`src/rtl/cpu_pkg.sv`:
```
// Shared CPU definitions used by the RF write arbiter and by ID.
// Contents: register-file widths, the operand register indices that UART bytes
// are written to, and the state encoding of the arbiter FSM.
package cpu_pkg;
  localparam int RF_AW = 5;
  localparam int RF_DW = 32;

  // UART operand pair destinations (ID reads these after uart_signal)
  localparam logic [RF_AW-1:0] OPND1_REG = 5'd4;
  localparam logic [RF_AW-1:0] OPND2_REG = 5'd5;

  typedef enum logic [1:0] {
    ST_IDLE  = 2'd0,
    ST_WAIT  = 2'd1,
    ST_STALL = 2'd2
  } arb_state_t;
endpackage

```
`src/rtl/rf_write_arbiter_if.sv`:
```
// Bus bundle around the RF write arbiter.
// UART rx side : rx_valid, rx_data
// WB side      : wb_we, wb_addr, wb_data
// RF side      : rf_we, rf_addr, rf_data
// ID / hazard  : uart_flag, uart_signal, stall_req, rx_overrun
// Modports: slave = the arbiter, master = the surrounding pipeline.
interface rf_write_arbiter_if;
  import cpu_pkg::*;

  logic             rx_valid;
  logic [7:0]       rx_data;
  logic             wb_we;
  logic [RF_AW-1:0] wb_addr;
  logic [RF_DW-1:0] wb_data;
  logic             rf_we;
  logic [RF_AW-1:0] rf_addr;
  logic [RF_DW-1:0] rf_data;
  logic             uart_flag;
  logic             uart_signal;
  logic             stall_req;
  logic             rx_overrun;

  modport slave (
    input  rx_valid, rx_data, wb_we, wb_addr, wb_data,
    output rf_we, rf_addr, rf_data, uart_flag, uart_signal, stall_req, rx_overrun
  );

  modport master (
    output rx_valid, rx_data, wb_we, wb_addr, wb_data,
    input  rf_we, rf_addr, rf_data, uart_flag, uart_signal, stall_req, rx_overrun
  );
endinterface

```
`src/rtl/sync_fifo.sv`:
```
// Small synchronous FIFO (DEPTH x W), first-word fall-through head.
// Ports: clk, rst_n (async low), push/din, pop/dout, full, empty, count.
// A push while full is accepted when a pop happens in the same cycle.
// Pops on an empty FIFO are ignored.
module sync_fifo #(
  parameter int DEPTH = 4,
  parameter int W     = 8
) (
  input  logic                       clk,
  input  logic                       rst_n,
  input  logic                       push,
  input  logic [W-1:0]               din,
  input  logic                       pop,
  output logic [W-1:0]               dout,
  output logic                       full,
  output logic                       empty,
  output logic [$clog2(DEPTH):0]     count
);
  localparam int AW = $clog2(DEPTH);

  logic [W-1:0]  mem [DEPTH];
  logic [AW-1:0] wr_ptr, rd_ptr;
  logic          do_push, do_pop;

  assign empty   = (count == '0);
  assign full    = (count == (AW+1)'(DEPTH));
  assign do_pop  = pop && !empty;
  assign do_push = push && (!full || do_pop);
  assign dout    = mem[rd_ptr];

  // payload storage needs no reset; only the pointers/count define validity
  always_ff @(posedge clk) begin
    if (do_push) mem[wr_ptr] <= din;
  end

  always_ff @(posedge clk or negedge rst_n) begin
    if (!rst_n) begin
      wr_ptr <= '0;
      rd_ptr <= '0;
      count  <= '0;
    end else begin
      if (do_push) wr_ptr <= wr_ptr + 1'b1;
      if (do_pop)  rd_ptr <= rd_ptr + 1'b1;
      case ({do_push, do_pop})
        2'b10:   count <= count + 1'b1;
        2'b01:   count <= count - 1'b1;
        default: count <= count;
      endcase
    end
  end
endmodule

```
`src/rtl/rf_write_arbiter.sv`:
```
// Shares the single register-file write port between WB and the UART rx path.
// WB always wins; UART bytes queue in a FIFO and drain into OPND1_REG/OPND2_REG
// (alternating) on cycles where WB does not write. If queued data starves too
// long or the FIFO nears full, stall_req asks fetch to stall so bubbles reach WB.
// Ports: clk, rst_n (async low), bus (rf_write_arbiter_if.slave).
// Optional: `RF_ARB_STATS_EN adds stat_overruns / stat_stalls (16-bit, saturating).
module rf_write_arbiter #(
  parameter int                       DEPTH     = 4,
  parameter int                       MAX_WAIT  = 8,
  parameter logic [cpu_pkg::RF_AW-1:0] OPND1_REG = cpu_pkg::OPND1_REG,
  parameter logic [cpu_pkg::RF_AW-1:0] OPND2_REG = cpu_pkg::OPND2_REG
) (
  input  logic                clk,
  input  logic                rst_n,
  rf_write_arbiter_if.slave   bus
`ifdef RF_ARB_STATS_EN
  ,
  output logic [15:0]         stat_overruns,
  output logic [15:0]         stat_stalls
`endif
);
  import cpu_pkg::*;

  localparam int CW = $clog2(DEPTH) + 1;
  localparam int WW = $clog2(MAX_WAIT + 1);
  localparam logic [CW-1:0] NEAR_FULL = CW'(DEPTH - 1);
  localparam logic [WW-1:0] WAIT_MAX  = WW'(MAX_WAIT);

  logic          push, pop, full, empty;
  logic [7:0]    head;
  logic [CW-1:0] count;
  logic [WW-1:0] wait_cnt;
  logic          flag_q, sig_q, ovr_q, drop;
  arb_state_t    state, state_nxt;

  // UART only gets the port when WB is idle
  assign push = bus.rx_valid;
  assign pop  = !bus.wb_we && !empty;
  assign drop = push && full && !pop;

  sync_fifo #(.DEPTH(DEPTH), .W(8)) u_fifo (
    .clk   (clk),
    .rst_n (rst_n),
    .push  (push),
    .din   (bus.rx_data),
    .pop   (pop),
    .dout  (head),
    .full  (full),
    .empty (empty),
    .count (count)
  );

  // write port mux, purely combinational
  always_comb begin
    bus.rf_we   = 1'b0;
    bus.rf_addr = '0;
    bus.rf_data = '0;
    if (bus.wb_we) begin
      bus.rf_we   = 1'b1;
      bus.rf_addr = bus.wb_addr;
      bus.rf_data = bus.wb_data;
    end else if (!empty) begin
      bus.rf_we   = 1'b1;
      bus.rf_addr = flag_q ? OPND2_REG : OPND1_REG;
      bus.rf_data = RF_DW'(head);
    end
  end

  always_ff @(posedge clk or negedge rst_n) begin
    if (!rst_n) begin
      flag_q   <= 1'b0;
      sig_q    <= 1'b0;
      ovr_q    <= 1'b0;
      wait_cnt <= '0;
    end else begin
      if (pop) flag_q <= !flag_q;
      sig_q <= pop && flag_q;
      ovr_q <= drop;
      // only counts starved cycles: non-empty and no pop implies wb_we
      if (pop || empty)             wait_cnt <= '0;
      else if (wait_cnt != WAIT_MAX) wait_cnt <= wait_cnt + 1'b1;
    end
  end

  always_ff @(posedge clk or negedge rst_n) begin
    if (!rst_n) state <= ST_IDLE;
    else        state <= state_nxt;
  end

  always_comb begin
    state_nxt = state;
    case (state)
      ST_IDLE:  if (!empty) state_nxt = ST_WAIT;
      ST_WAIT: begin
        if (empty)                                        state_nxt = ST_IDLE;
        else if (wait_cnt == WAIT_MAX || count >= NEAR_FULL) state_nxt = ST_STALL;
      end
      ST_STALL: if (empty) state_nxt = ST_IDLE;
      default:  state_nxt = ST_IDLE;
    endcase
  end

  assign bus.uart_flag   = flag_q;
  assign bus.uart_signal = sig_q;
  assign bus.rx_overrun  = ovr_q;
  assign bus.stall_req   = (state == ST_STALL);

`ifdef RF_ARB_STATS_EN
  always_ff @(posedge clk or negedge rst_n) begin
    if (!rst_n) begin
      stat_overruns <= '0;
      stat_stalls   <= '0;
    end else begin
      if (drop && stat_overruns != 16'hFFFF) stat_overruns <= stat_overruns + 1'b1;
      if (state == ST_WAIT && state_nxt == ST_STALL && stat_stalls != 16'hFFFF)
        stat_stalls <= stat_stalls + 1'b1;
    end
  end
`endif
endmodule
```
`src/flat_wrapper.sv`:
```
// flat-port wrapper written by rule: the top's interface ports become plain ports
module rf_write_arbiter_flat import cpu_pkg::*;
#(
  parameter int                       DEPTH     = 4,
  parameter int                       MAX_WAIT  = 8,
  parameter logic [cpu_pkg::RF_AW-1:0] OPND1_REG = cpu_pkg::OPND1_REG,
  parameter logic [cpu_pkg::RF_AW-1:0] OPND2_REG = cpu_pkg::OPND2_REG
)
  (clk, rst_n, bus_rx_valid, bus_rx_data, bus_wb_we, bus_wb_addr, bus_wb_data, bus_rf_we, bus_rf_addr, bus_rf_data, bus_uart_flag, bus_uart_signal, bus_stall_req, bus_rx_overrun);
  rf_write_arbiter_if bus_i ();
  input  logic clk;
  input  logic rst_n;
  input wire logic [$bits(bus_i.rx_valid)-1:0] bus_rx_valid;
  input wire logic [$bits(bus_i.rx_data)-1:0] bus_rx_data;
  input wire logic [$bits(bus_i.wb_we)-1:0] bus_wb_we;
  input wire logic [$bits(bus_i.wb_addr)-1:0] bus_wb_addr;
  input wire logic [$bits(bus_i.wb_data)-1:0] bus_wb_data;
  output wire logic [$bits(bus_i.rf_we)-1:0] bus_rf_we;
  output wire logic [$bits(bus_i.rf_addr)-1:0] bus_rf_addr;
  output wire logic [$bits(bus_i.rf_data)-1:0] bus_rf_data;
  output wire logic [$bits(bus_i.uart_flag)-1:0] bus_uart_flag;
  output wire logic [$bits(bus_i.uart_signal)-1:0] bus_uart_signal;
  output wire logic [$bits(bus_i.stall_req)-1:0] bus_stall_req;
  output wire logic [$bits(bus_i.rx_overrun)-1:0] bus_rx_overrun;
  assign bus_i.rx_valid = bus_rx_valid;
  assign bus_i.rx_data = bus_rx_data;
  assign bus_i.wb_we = bus_wb_we;
  assign bus_i.wb_addr = bus_wb_addr;
  assign bus_i.wb_data = bus_wb_data;
  assign bus_rf_we = bus_i.rf_we;
  assign bus_rf_addr = bus_i.rf_addr;
  assign bus_rf_data = bus_i.rf_data;
  assign bus_uart_flag = bus_i.uart_flag;
  assign bus_uart_signal = bus_i.uart_signal;
  assign bus_stall_req = bus_i.stall_req;
  assign bus_rx_overrun = bus_i.rx_overrun;
  rf_write_arbiter #(.DEPTH(DEPTH), .MAX_WAIT(MAX_WAIT), .OPND1_REG(OPND1_REG), .OPND2_REG(OPND2_REG)) u_core (.clk(clk), .rst_n(rst_n), .bus(bus_i));
endmodule
```
`config.mk`:
```
export PLATFORM = sky130hd
export DESIGN_NAME = rf_write_arbiter_flat
export DESIGN_NICKNAME = d
export VERILOG_FILES = /design/src/rtl/cpu_pkg.sv /design/src/rtl/rf_write_arbiter_if.sv /design/src/rtl/sync_fifo.sv /design/src/rtl/rf_write_arbiter.sv /design/src/flat_wrapper.sv
export SDC_FILE = /design/constraint.sdc
export NUM_CORES = 1
export LEC_CHECK = 0
export BUFFER_PORTS_ARGS = -buffer_cell sky130_fd_sc_hd__buf_2
export CORE_UTILIZATION = 49
export DETAILED_ROUTE_END_ITERATION = 10
export GPL_TIMING_DRIVEN = 0
export PLACE_DENSITY = 0.89
export SYNTH_ARGS = -nofsm -noshare
export SYNTH_HDL_FRONTEND = slang
export SYNTH_SLANG_ARGS = --single-unit
```
`constraint.sdc`:
```
create_clock -name clk -period 3.05 [get_ports clk]
set_input_delay 0.61 -clock clk [delete_from_list [all_inputs] [get_ports clk]]
set_output_delay 0.61 -clock clk [all_outputs]
set_load 0.02 [all_outputs]
```
==> metrics.md, run 1 <==
| Metric | Value |
|---|---|
| Post-CTS Resized | `0` |
| CP arrival | `2.03 ns` |
| CTS buffer count | `5` |
| Wire per inst | `16.0 um` |
| Post-layout util | `67.0%` |
| Synth Area in Compound Gates | `7.03%` |
| Die Area | `5080 um^2` |
| Bufs on Longest Clock Path | `2` |
| Top cell type by total area after synthesis | `edfxtp_1` |
| CTS root buf | `clkbuf_8` |
| Routability cong. | `0.846` |
| Max-slew violations | `0` |
| Final nets | `324` |
| Seq pwr share | `39.7%` |
| Critical Path Source Type | `flop` |
| Power Density | `813 nW/um^2` |
| Htree depth | `2` |
| Yosys reg bits | `48` |
| Mux contribution to synthesized area | `8.62%` |
| Max-Cap Viols | `0` |
| Worst Hold Margin | `0.212 ns` |
| Core Rows | `24` |
| Grt ovf | `0` |
| Unrepaired setup endpoints after global routing | `no` |
| Post-synth ARST share | `33.3%` |
| Main area contributors after synthesis | `edfxtp_1 41%, dfrtp_1 17%, and2_1 8.5%` |
| Worst min path class | `in -> async` |
| Prevailing post-synth register cell | `edfxtp_1` |
| Die Y | `71.3 um` |
| Post-synthesis xor/xnor area fraction | `3.73%` |
| Die W | `71.3 um` |
| Status | `finished, violations left` |
| Initial drt markers | `93` |
| Adder-cell share of the synthesized area | `4.04%` |
| Setup violators final | `0` |
| Failing checks | `DRC` |
| Worst Skew | `0.00766 ns` |
| Clk_lat worst skew | `0.30 ns` |
| Largest net degree at the start of global routing | `17` |
| Mapped Avg Cell Area | `13.7 um^2` |
| Ports | `91` |
| Setup TNS | `0 ns` |
| CP Capture Type | `primary output` |
| Initial antenna violation count | `0` |
| Postcts setup bufs | `0` |
| Crit Path Class | `reg -> out` |
| DRT Pass-1 Iters | `8` |
| Sw frac | `34.1%` |
| Clock Power Share | `22.2%` |
| Final Hold Viols | `0` |
| DRC viols | `13` |
| Final wirelength | `5.15 mm` |
| Post-DP HPWL | `3.85 mm` |
| Tot GR Track Use | `21.1%` |
| EDFF count, synth | `32` |
| Clock transition at path regs | `0.09 ns` |
| Peak Freq | `0.380 GHz` |
| Final worst path period share | `86.4%` |
| Critical-path maximum fanout | `10` |
| Antenna Nets Post-Route | `0` |
| First-pass GRT wire length | `7.93 mm` |
| Register area share after synthesis | `57.9%` |
| Area grow syn2layout | `27.6%` |
| Routed vias/inst | `5.35` |
| Peak VDD IR | `0.000491 V` |
| Int Pwr | `0.00161 W` |
| Post-Syn Area | `2350 um^2` |
| Min cycle time layout | `2.64 ns` |
| Via count of the first global-routing pass | `1,656` |
| Layout cells sized above 1 | `42.4%` |
| Buffers on Ports | `89` |
| Rel. slew slack | `63.9%` |
| Synth Area in Simple Gates | `15.1%` |
| Psw | `0.000831 W` |
| Vias | `1,718` |
| Leak | `1.35 nW` |
| Least-Margin Pin Slew | `0.541 ns` |
| Synth cell types | `39` |
| Syn Inst Count | `172` |
| Comb pwr share | `38.1%` |
| Mapped Nets | `228` |
| Clk sinks | `48` |
| CTS tree | `done` |
| Largest family of logic cells by synthesized area | `simple AND/OR/NAND/NOR gates` |
| Antenna cells | `0` |
| Initial Util | `52.5%` |
| Yosys warns | `0` |
| CTS Hold Bufs | `0` |
| Yosys top cell area share | `40.9%` |
| Core area | `4470 um^2` |
| Critical path data required time | `2.44 ns` |
==> per-stage QoR <==
| stage | cells | power, W | setup slack (ns) | instance area [um^2] |
|---|---|---|---|---|
| 6_report | 321 | 0.00244 | 0.415 | 3000 |
| 5_1_grt | 321 | 0.00259 | 0.326 | 3000 |
| 4_1_cts | 321 | 0.00246 | 0.396 | 3000 |
| 3_5_place_dp | 313 | 0.00191 | 0.332 | 2860 |
| 3_3_place_gp | 313 | 0.00187 | 0.396 | 2860 |
| 2_1_floorplan | 172 | 0.00164 | 0.903 | 2350 |
==> flip-flops by register name, indices dropped and copies added (netlist names) <==
name / count
u_core.u_fifo.mem: 32
u_core.wait_cnt: 4
u_core.u_fifo.count: 3
u_core.state: 2
u_core.u_fifo.rd_ptr: 2
u_core.u_fifo.wr_ptr: 2
u_core.bus.rx_overrun: 1
u_core.bus.uart_flag: 1
u_core.bus.uart_signal: 1
==> routing by layer <==
metal / global-route usage (%) / wire (um) / vias to the layer above
li1: - / - / 810
met4: 6.67 / 78 / 0
met3: 5.49 / 376 / 6
met1: 23.6 / 1920 / 814
met2: 39.3 / 2780 / 88
met5: 0 / 0 / -
==> layout by cell type (no fill, tap or decap), types with 2 or more instances in the layout <==
cell type,synthesis,routed
buf_2,4,93
and2_1,32,32
edfxtp_1,32,32
dfrtp_1,16,16
inv_1,9,9
a22o_1,9,9
mux4_2,8,8
ha_1,6,6
nor2_1,5,5
xnor2_1,5,5
xor2_1,5,5
clkbuf_8,0,5
nand2_1,4,4
clkbuf_1,4,4
nand3b_1,4,4
nand2b_1,2,2
o2111ai_1,2,2
o21ai_0,2,2
nor3_1,2,2
bufinv_16,0,2
==> cell usage after synthesis, types with 2 or more instances <==
cell and instances:
buf_2 4, nand3b_1 4, o21ai_0 2, xor2_1 5, xnor2_1 5, nand2b_1 2, edfxtp_1 32, nor2_1 5
o2111ai_1 2, mux4_2 8, and2_1 32, clkbuf_1 4, nor3_1 2, a22o_1 9, inv_1 9, nand2_1 4
dfrtp_1 16, ha_1 6
==> power groups by stage <==
stage | Sequential (W) | Combinational, W | Clock [W]
finish | 0.000968 | 0.000929 | 0.000542
global route | 0.000988 | 0.00103 | 0.000575
CTS | 0.000969 | 0.000941 | 0.000547
detailed placement | 0.000983 | 0.000931 | 0
global placement | 0.000972 | 0.000897 | 0
floorplan | 0.000973 | 0.000665 | 0
==> cells by family after synthesis <==
| logic type | Yosys count |
|---|---|
| flip-flops | 48 |
| adder cells (fa/ha/maj) | 7 |
| XOR/XNOR | 10 |
| buffers and inverters | 19 |
| AND/OR/NAND/NOR | 58 |
| AO/OA/AOI/OAI | 20 |
| multiplexers | 10 |
==> area by class of cell <==
class,instances,area [um^2]
timing repair buffer,89,445
clock buffer,5,68.8
sequential,48,1360
clock inverter,3,68.8
inverter,9,33.8
multi-input combinational,105,905
buffer,10,51.3
fill,327,1480
tap,52,65.1
==> final timing paths <==
check                                                   start  cells past startpoint                                  end  slack (ns)
max                        u_core.u_fifo.count[1]$_DFFE_PN0P_                      5                       bus_rf_data[2]        0.41
min                                                     rst_n                      1       u_core.wait_cnt[3]$_DFFE_PN0P_        0.21
max reg2reg                u_core.u_fifo.count[1]$_DFFE_PN0P_                      8   u_core.u_fifo.count[2]$_DFFE_PN0P_        0.45
min in group clk                  u_core.state[1]$_DFFE_PN0P_                      1          u_core.state[0]$_DFFE_PN0P_        0.50
min reg2reg                       u_core.state[1]$_DFFE_PN0P_                      1          u_core.state[0]$_DFFE_PN0P_        0.50
max in group asynchronous                               rst_n                      1  u_core.u_fifo.wr_ptr[0]$_DFFE_PN0P_        2.57
==> critical path, stage by stage (launching register included) <==
cell	delay, ns
dfrtp_1	0.46
nor3_2	0.40
nor2_1	0.20
buf_2	0.26
a22o_1	0.23
buf_2	0.17
Power figures use the tool's default switching activity.
==> run 2: changes to the inputs <==
Settings changed: CORE_UTILIZATION 49 to 34, PLACE_DENSITY 0.89 to 0.68.
==> run 2 against run 1 <==
Effect of this change: the flow now finishes without violations; non-clock buffer count did not move; clock-buffer cell count unchanged; sequential power hardly changed; global-route usage shrank 7.5 points; first-iteration DRC count is 74% lower; total power fell by 7.4%; clock skew grew 0.0023 ns.
==> metrics.md, run 2 (same netlist as run 1, synthesis figures left out) <==
| Metric | Value |
|---|---|
| CP Capture Type | `primary output` |
| Reg-to-reg slack, setup | `0.51 ns (+0.06 ns)` |
| Worst Hold Margin | `0.209 ns (-0.00347 ns)` |
| Path depth of the worst reg2reg path | `9 (+1)` |
| Critical path data required time | `2.44 ns (about the same)` |
| Via count of the first global-routing pass | `1,556 (-6.0%)` |
| Peak Freq | `0.389 GHz (+2.5%)` |
| Die W | `85.2 um (+19%)` |
| Post-DP HPWL | `3.59 mm (-6.9%)` |
| Clk sinks | `48 (unchanged)` |
| Peak VDD IR | `0.000381 V (-22%)` |
| CP arrival | `1.96 ns (-0.07 ns)` |
| Core Rows | `29 (+21%)` |
| CTS root buf | `clkbuf_8` |
| Initial Util | `36.2% (-16 points)` |
| CP Cell Sequence | `clkbuf_2 -> nor3_2 -> nor2_1 -> buf_2 -> a22o_1 -> buf_2` |
| Slowest stage delay, CP | `0.37 ns (-0.09 ns)` |
| Antenna cells | `0 (unchanged)` |
| Routability cong. | `0.786 (-7.1%)` |
| Placed cell area | `2890 um^2 (+1.1%)` |
| Clock transition at path regs | `0.09 ns (about the same)` |
| DRT Pass-1 Iters | `4 (-4)` |
| Post-CTS Resized | `0 (unchanged)` |
| Layout cells sized above 1 | `42.4% (unchanged)` |
| Most frequent cells in the layout | `93 x buf_2, 32 x and2_1, 32 x edfxtp_1` |
| CP max stage cell | `dfrtp_1` |
| Routed vias/inst | `4.80 (-10%)` |
| CTS Hold Bufs | `0 (unchanged)` |
| Bufs on Longest Clock Path | `2 (unchanged)` |
| Buffers on Ports | `89 (unchanged)` |
| Critical Path Source Type | `flop` |
| Initial antenna violation count | `0 (unchanged)` |
| Die Area | `7250 um^2 (+43%)` |
| DRC viols | `0 (-13)` |
| Max-slew violations | `0 (unchanged)` |
| Leak | `1.32 nW (-1.8%)` |
| Leading registers by flop count | `u_core.u_fifo.mem: 32 flops, u_core.wait_cnt: 4 flops, u_core.u_fifo.count: 3 flops` |
| Die Y | `85.2 um (+19%)` |
| CTS buffer count | `5 (unchanged)` |
| RR Startpoint | `u_core.u_fifo.count[2]$_DFFE_PN0P_` |
| Grt ovf | `0 (unchanged)` |
| Top reg by flops | `u_core.u_fifo.mem` |
| Reg2reg end | `u_core.u_fifo.count[2]$_DFFE_PN0P_` |
| Worst Skew | `0.0100 ns (+0.00233 ns)` |
| Area grow syn2layout | `26.8%` |
| Htree depth | `2 (unchanged)` |
| Max reg flops | `32 (unchanged)` |
| CP most frequent cell | `buf_2` |
| Max-Cap Viols | `0 (unchanged)` |
| Final Hold Viols | `0 (unchanged)` |
| Min cycle time layout | `2.57 ns (-0.0651 ns)` |
| Final wirelength | `4.82 mm (-6.5%)` |
| Post-layout util | `45.9% (-21 points)` |
| Setup TNS | `0 ns (unchanged)` |
| Final nets | `324 (unchanged)` |
| FILL cells | `585 (+79%)` |
| Least-Margin Pin Slew | `0.539 ns (-0.00259 ns)` |
| First-pass GRT wire length | `7.53 mm (-5.1%)` |
| Final worst path period share | `84.3% (-2.1 points)` |
| Crit Path Class | `reg -> out` |
| Slack of the critical path | `0.480 ns (+0.0651 ns)` |
| Clk_lat worst skew | `0.30 ns (about the same)` |
| Largest net degree at the start of global routing | `17 (unchanged)` |
| Unrepaired setup endpoints after global routing | `no` |
| Postcts setup bufs | `0 (unchanged)` |
| Register area | `1360 um^2 (unchanged)` |
| Vias | `1,660 (-3.4%)` |
| Core area | `6490 um^2 (+45%)` |
| Critical-path maximum fanout | `10 (unchanged)` |
| Rel. slew slack | `64.1% (+0.17 points)` |
| Antenna Nets Post-Route | `0 (unchanged)` |
| Worst min path class | `in -> async` |
| Wire per inst | `13.9 um (-13%)` |
| Initial drt markers | `24 (-74%)` |
| Ports | `91 (unchanged)` |
| Tot GR Track Use | `13.6% (-7.5 points)` |
| Commonest non-fill, non-tap cell in the layout | `buf_2` |
| CTS tree | `done` |
| Area of the multi-input gates | `905 um^2 (unchanged)` |
| Pre-CTS setup slack | `0.451 ns (+0.119 ns)` |
| Setup violators final | `0 (unchanged)` |
| Final instance area | `2980 um^2 (-0.63%)` |
| Power Density | `758 nW/um^2 (-6.8%)` |
| Status | `complete, no violations` |
[run 2: cell types whose count changed in the layout (fill, tap and decap cells not counted)]
cell / previous run / this run
clkinv_2: 0 / 1
bufinv_16: 2 / 0
clkinvlp_2: 0 / 1
clkinv_4: 0 / 1
inv_6: 1 / 0
[run 2: area by class of cell]
class                           instances  area share, %
Tap cell                               77           3.23
Timing Repair Buffer                   89           14.9
Clock buffer                            5           2.31
Inverter                                9           1.13
Sequential cell                        48           45.7
Clock inverter                          3          0.630
Multi-Input combinational cell        105           30.4
Buffer                                 10           1.72
[run 2: worst max-delay path by stage]
stage,start,end,slack [ns]
after detailed placement,bus_wb_we,u_core.u_fifo.count[2]$_DFFE_PN0P_,0.45
after CTS,u_core.u_fifo.count[2]$_DFFE_PN0P_,bus_rf_data[3],0.45
final,u_core.u_fifo.count[2]$_DFFE_PN0P_,bus_rf_data[6],0.48
after floorplan,bus_wb_we,u_core.u_fifo.count[2]$_DFFE_PN0P_,0.90
after global placement,bus_wb_we,u_core.u_fifo.count[2]$_DFFE_PN0P_,0.48
after global routing,u_core.u_fifo.count[2]$_DFFE_PN0P_,u_core.u_fifo.count[2]$_DFFE_PN0P_,0.35
[run 2: critical path: cells and delay by family (launching register included)]
| kind | cells | cell delay, ns |
|---|---|---|
| flip-flops | 1 | 0.37 |
| buffers and inverters | 3 | 0.56 |
| AND/OR/NAND/NOR | 2 | 0.52 |
| AO/OA/AOI/OAI | 1 | 0.20 |
[run 2: through the flow]
step	total power [W]	std cells
6_report	0.00226	346
5_1_grt	0.00242	346
4_1_cts	0.00229	346
3_5_place_dp	0.00192	338
3_3_place_gp	0.00189	338
2_1_floorplan	0.00164	172
[run 2: report_power, final]
group	switching (W)	total, W	internal, W
Sequential	0.0000932	0.000969	0.000876
Combinational	0.000522	0.000924	0.000402
Clock	0.000207	0.000367	0.000159
[run 2: layer usage]
metal	vias to the layer above	share of wire [%]	track usage, %
met3	6	7.5	3.50
li1	808	-	-
met5	-	0	0
met4	0	1.1	4.16
met1	772	43	17.6
met2	74	48	22.7
==> run 3: changes to the inputs <==
Clock period 3.05 ns to 2.7 ns, I/O delays scaled along.
==> run 3 against run 2 <==
Effect of this change: first-iteration DRC count is the same; clock power grew 13%; die area is the same; clock-buffer cell count is the same; clock skew is the same; routed wire length grew 0.21%; sequential power grew 14%; core utilization grew 0.096 points; non-clock buffer count is the same; total power grew 14%; cell area grew 0.21%; critical endpoint is now u_core.u_fifo.count[2]$_DFFE_PN0P_; largest power group unchanged.
==> metrics.md, run 3 (same netlist as run 1, synthesis figures left out) <==
| Metric | Value |
|---|---|
| Status | `complete, no violations` |
| CP arrival | `2.66 ns (+0.70 ns)` |
| Critical-path maximum fanout | `10 (unchanged)` |
| DRT Pass-1 Iters | `4 (unchanged)` |
| CP max stage cell | `fa_1` |
| Final nets | `324 (unchanged)` |
| Layout cells sized above 1 | `42.4% (unchanged)` |
| Grt ovf | `0 (unchanged)` |
| Ports | `91 (unchanged)` |
| Final worst path period share | `91.6%` |
| RR Startpoint | `u_core.u_fifo.count[2]$_DFFE_PN0P_` |
| DRC viols | `0 (unchanged)` |
| Critical path origin | `u_core.u_fifo.count[2]$_DFFE_PN0P_` |
| CTS root buf | `clkbuf_8` |
| Least-Margin Pin Slew | `0.539 ns (-0.000000119 ns)` |
| Initial drt markers | `24 (unchanged)` |
| Critical path data required time | `2.89 ns (+0.45 ns)` |
| Htree depth | `2 (unchanged)` |
| Worst path depth | `9 (+3)` |
| Post-DP HPWL | `3.59 mm (unchanged)` |
| Wire per inst | `13.9 um (+0.21%)` |
| CTS Hold Bufs | `0 (unchanged)` |
| Buffers on Ports | `89 (unchanged)` |
| Final wirelength | `4.83 mm (+0.21%)` |
| Clk_lat worst skew | `0.30 ns (about the same)` |
| Cell family with most CP delay | `simple AND/OR/NAND/NOR gates` |
| Clk sinks | `48 (unchanged)` |
| Leading registers by flop count | `u_core.u_fifo.mem: 32 flops, u_core.wait_cnt: 4 flops, u_core.u_fifo.count: 3 flops` |
| CP bufs+invs | `2 (-1)` |
| Bufs on Longest Clock Path | `2 (unchanged)` |
| Power Density | `859 nW/um^2 (+13%)` |
| Initial antenna violation count | `0 (unchanged)` |
| Commonest non-fill, non-tap cell in the layout | `buf_2` |
| Worst Setup EP | `u_core.u_fifo.count[2]$_DFFE_PN0P_` |
| CTS tree | `done` |
| Routed vias/inst | `4.80 (about the same)` |
| Antenna cells | `0 (unchanged)` |
| Clock transition at path regs | `0.09 ns (about the same)` |
| Worst Skew | `0.0100 ns (unchanged)` |
| Setup violators final | `0 (unchanged)` |
| Peak VDD IR | `0.000430 V (+13%)` |
| Die W | `85.2 um (unchanged)` |
| Core Rows | `29 (unchanged)` |
| Most frequent cells in the layout | `93 x buf_2, 32 x and2_1, 32 x edfxtp_1` |
| Postcts setup bufs | `0 (unchanged)` |
| Vias | `1,661 (+0.060%)` |
| CTS buffer count | `5 (unchanged)` |
| Area grow syn2layout | `27.0%` |
| Unrepaired setup endpoints after global routing | `no` |
| CP Cell Sequence | `clkbuf_2 -> nor3_4 -> nor2_1 -> buf_2 -> nand2_1 -> fa_1 -> nand3b_1 -> and3_1 -> a221o_1` |
| Placed insts | `338 (unchanged)` |
| Max-slew violations | `0 (unchanged)` |
| Max-Cap Viols | `0 (unchanged)` |
| First-pass GRT wire length | `7.53 mm (unchanged)` |
| Reg-to-reg slack, setup | `0.23 ns (-0.28 ns)` |
| Path depth of the worst reg2reg path | `9 (unchanged)` |
| Slowest stage delay, CP | `0.40 ns (+0.03 ns)` |
| Rel. slew slack | `64.1% (unchanged)` |
| Crit Path Class | `reg -> reg` |
| CP Capture Type | `flop` |
| Top reg by flops | `u_core.u_fifo.mem` |
| Tot GR Track Use | `13.6% (unchanged)` |
| Antenna Nets Post-Route | `0 (unchanged)` |
| Routability cong. | `0.786 (unchanged)` |
| Initial Util | `36.2% (unchanged)` |
| Leak | `1.32 nW (+0.13%)` |
| Die Area | `7250 um^2 (unchanged)` |
| Min cycle time layout | `2.47 ns` |
| Largest net degree at the start of global routing | `17 (unchanged)` |
| Reg2reg end | `u_core.u_fifo.count[2]$_DFFE_PN0P_` |
| Max reg flops | `32 (unchanged)` |
| Peak Freq | `0.404 GHz` |
| Via count of the first global-routing pass | `1,556 (unchanged)` |
| Finished Layout Cells | `346 (unchanged)` |
| Critical Path Source Type | `flop` |
| Die Y | `85.2 um (unchanged)` |
| Setup TNS | `0 ns (unchanged)` |
| Worst Hold Margin | `0.138 ns (-0.0705 ns)` |
| Post-CTS Resized | `0 (unchanged)` |
| Worst min path class | `in -> async` |
| Core area | `6490 um^2 (unchanged)` |
| Final Hold Viols | `0 (unchanged)` |
## run 3: cell counts in the layout (fill, tap and decap cells not counted)
Identical to the previous run, type by type.
## run 3: routing by layer
layer	global-route usage, %	vias to the layer above	routed length (um)
met5	0	-	0
met4	4.16	0	55
met3	3.50	6	359
met2	22.7	74	2320
met1	17.6	772	2090
li1	-	809	-
## run 3: layout make-up
cell class	instances	area, um^2
Buffer	10	51.3
Clock buffer	5	68.8
Clock inverter	3	18.8
Fill cell	584	3510
Inverter	9	33.8
Multi-Input combinational cell	105	911
Sequential cell	48	1360
Tap cell	77	96.3
Timing Repair Buffer	89	445
## run 3: worst reg2reg max path, stage by stage, from the launching register on
cell and delay [ns]:
dfrtp_1 0.34, clkbuf_2 0.22, nor3_4 0.09, nor2_1 0.28, buf_2 0.32, nand2_1 0.11
fa_1 0.40, nand3b_1 0.18, and3_1 0.18, a221o_1 0.27
## run 3: worst min path at each step
stage | start | end | cells past startpoint
6_report | rst_n | u_core.wait_cnt[2]$_DFFE_PN0P_ | 1
5_1_grt | rst_n | u_core.wait_cnt[2]$_DFFE_PN0P_ | 1
4_1_cts | rst_n | u_core.wait_cnt[2]$_DFFE_PN0P_ | 1
3_5_place_dp | rst_n | u_core.wait_cnt[0]$_DFFE_PN0P_ | 1
3_3_place_gp | rst_n | u_core.wait_cnt[0]$_DFFE_PN0P_ | 1
2_1_floorplan | rst_n | u_core.bus.rx_overrun$_DFF_PN0_ | 0
## run 3: power by group
group | switching (W) | internal (W)
clock network | 0.000235 | 0.000180
registers | 0.000111 | 0.000989
logic | 0.000592 | 0.000458
## run 3: per-stage QoR
stage	utilization [%]	cell area [um^2]	setup WS (ns)	power (W)
after floorplan	-	2350	0.557	0.00185
after global placement	44.5	2890	0.199	0.00214
after detailed placement	44.5	2890	0.156	0.00216
after CTS	45.9	2980	0.136	0.00259
after global routing	46.0	2990	0.0318	0.00275
final	46.0	2990	0.226	0.00257
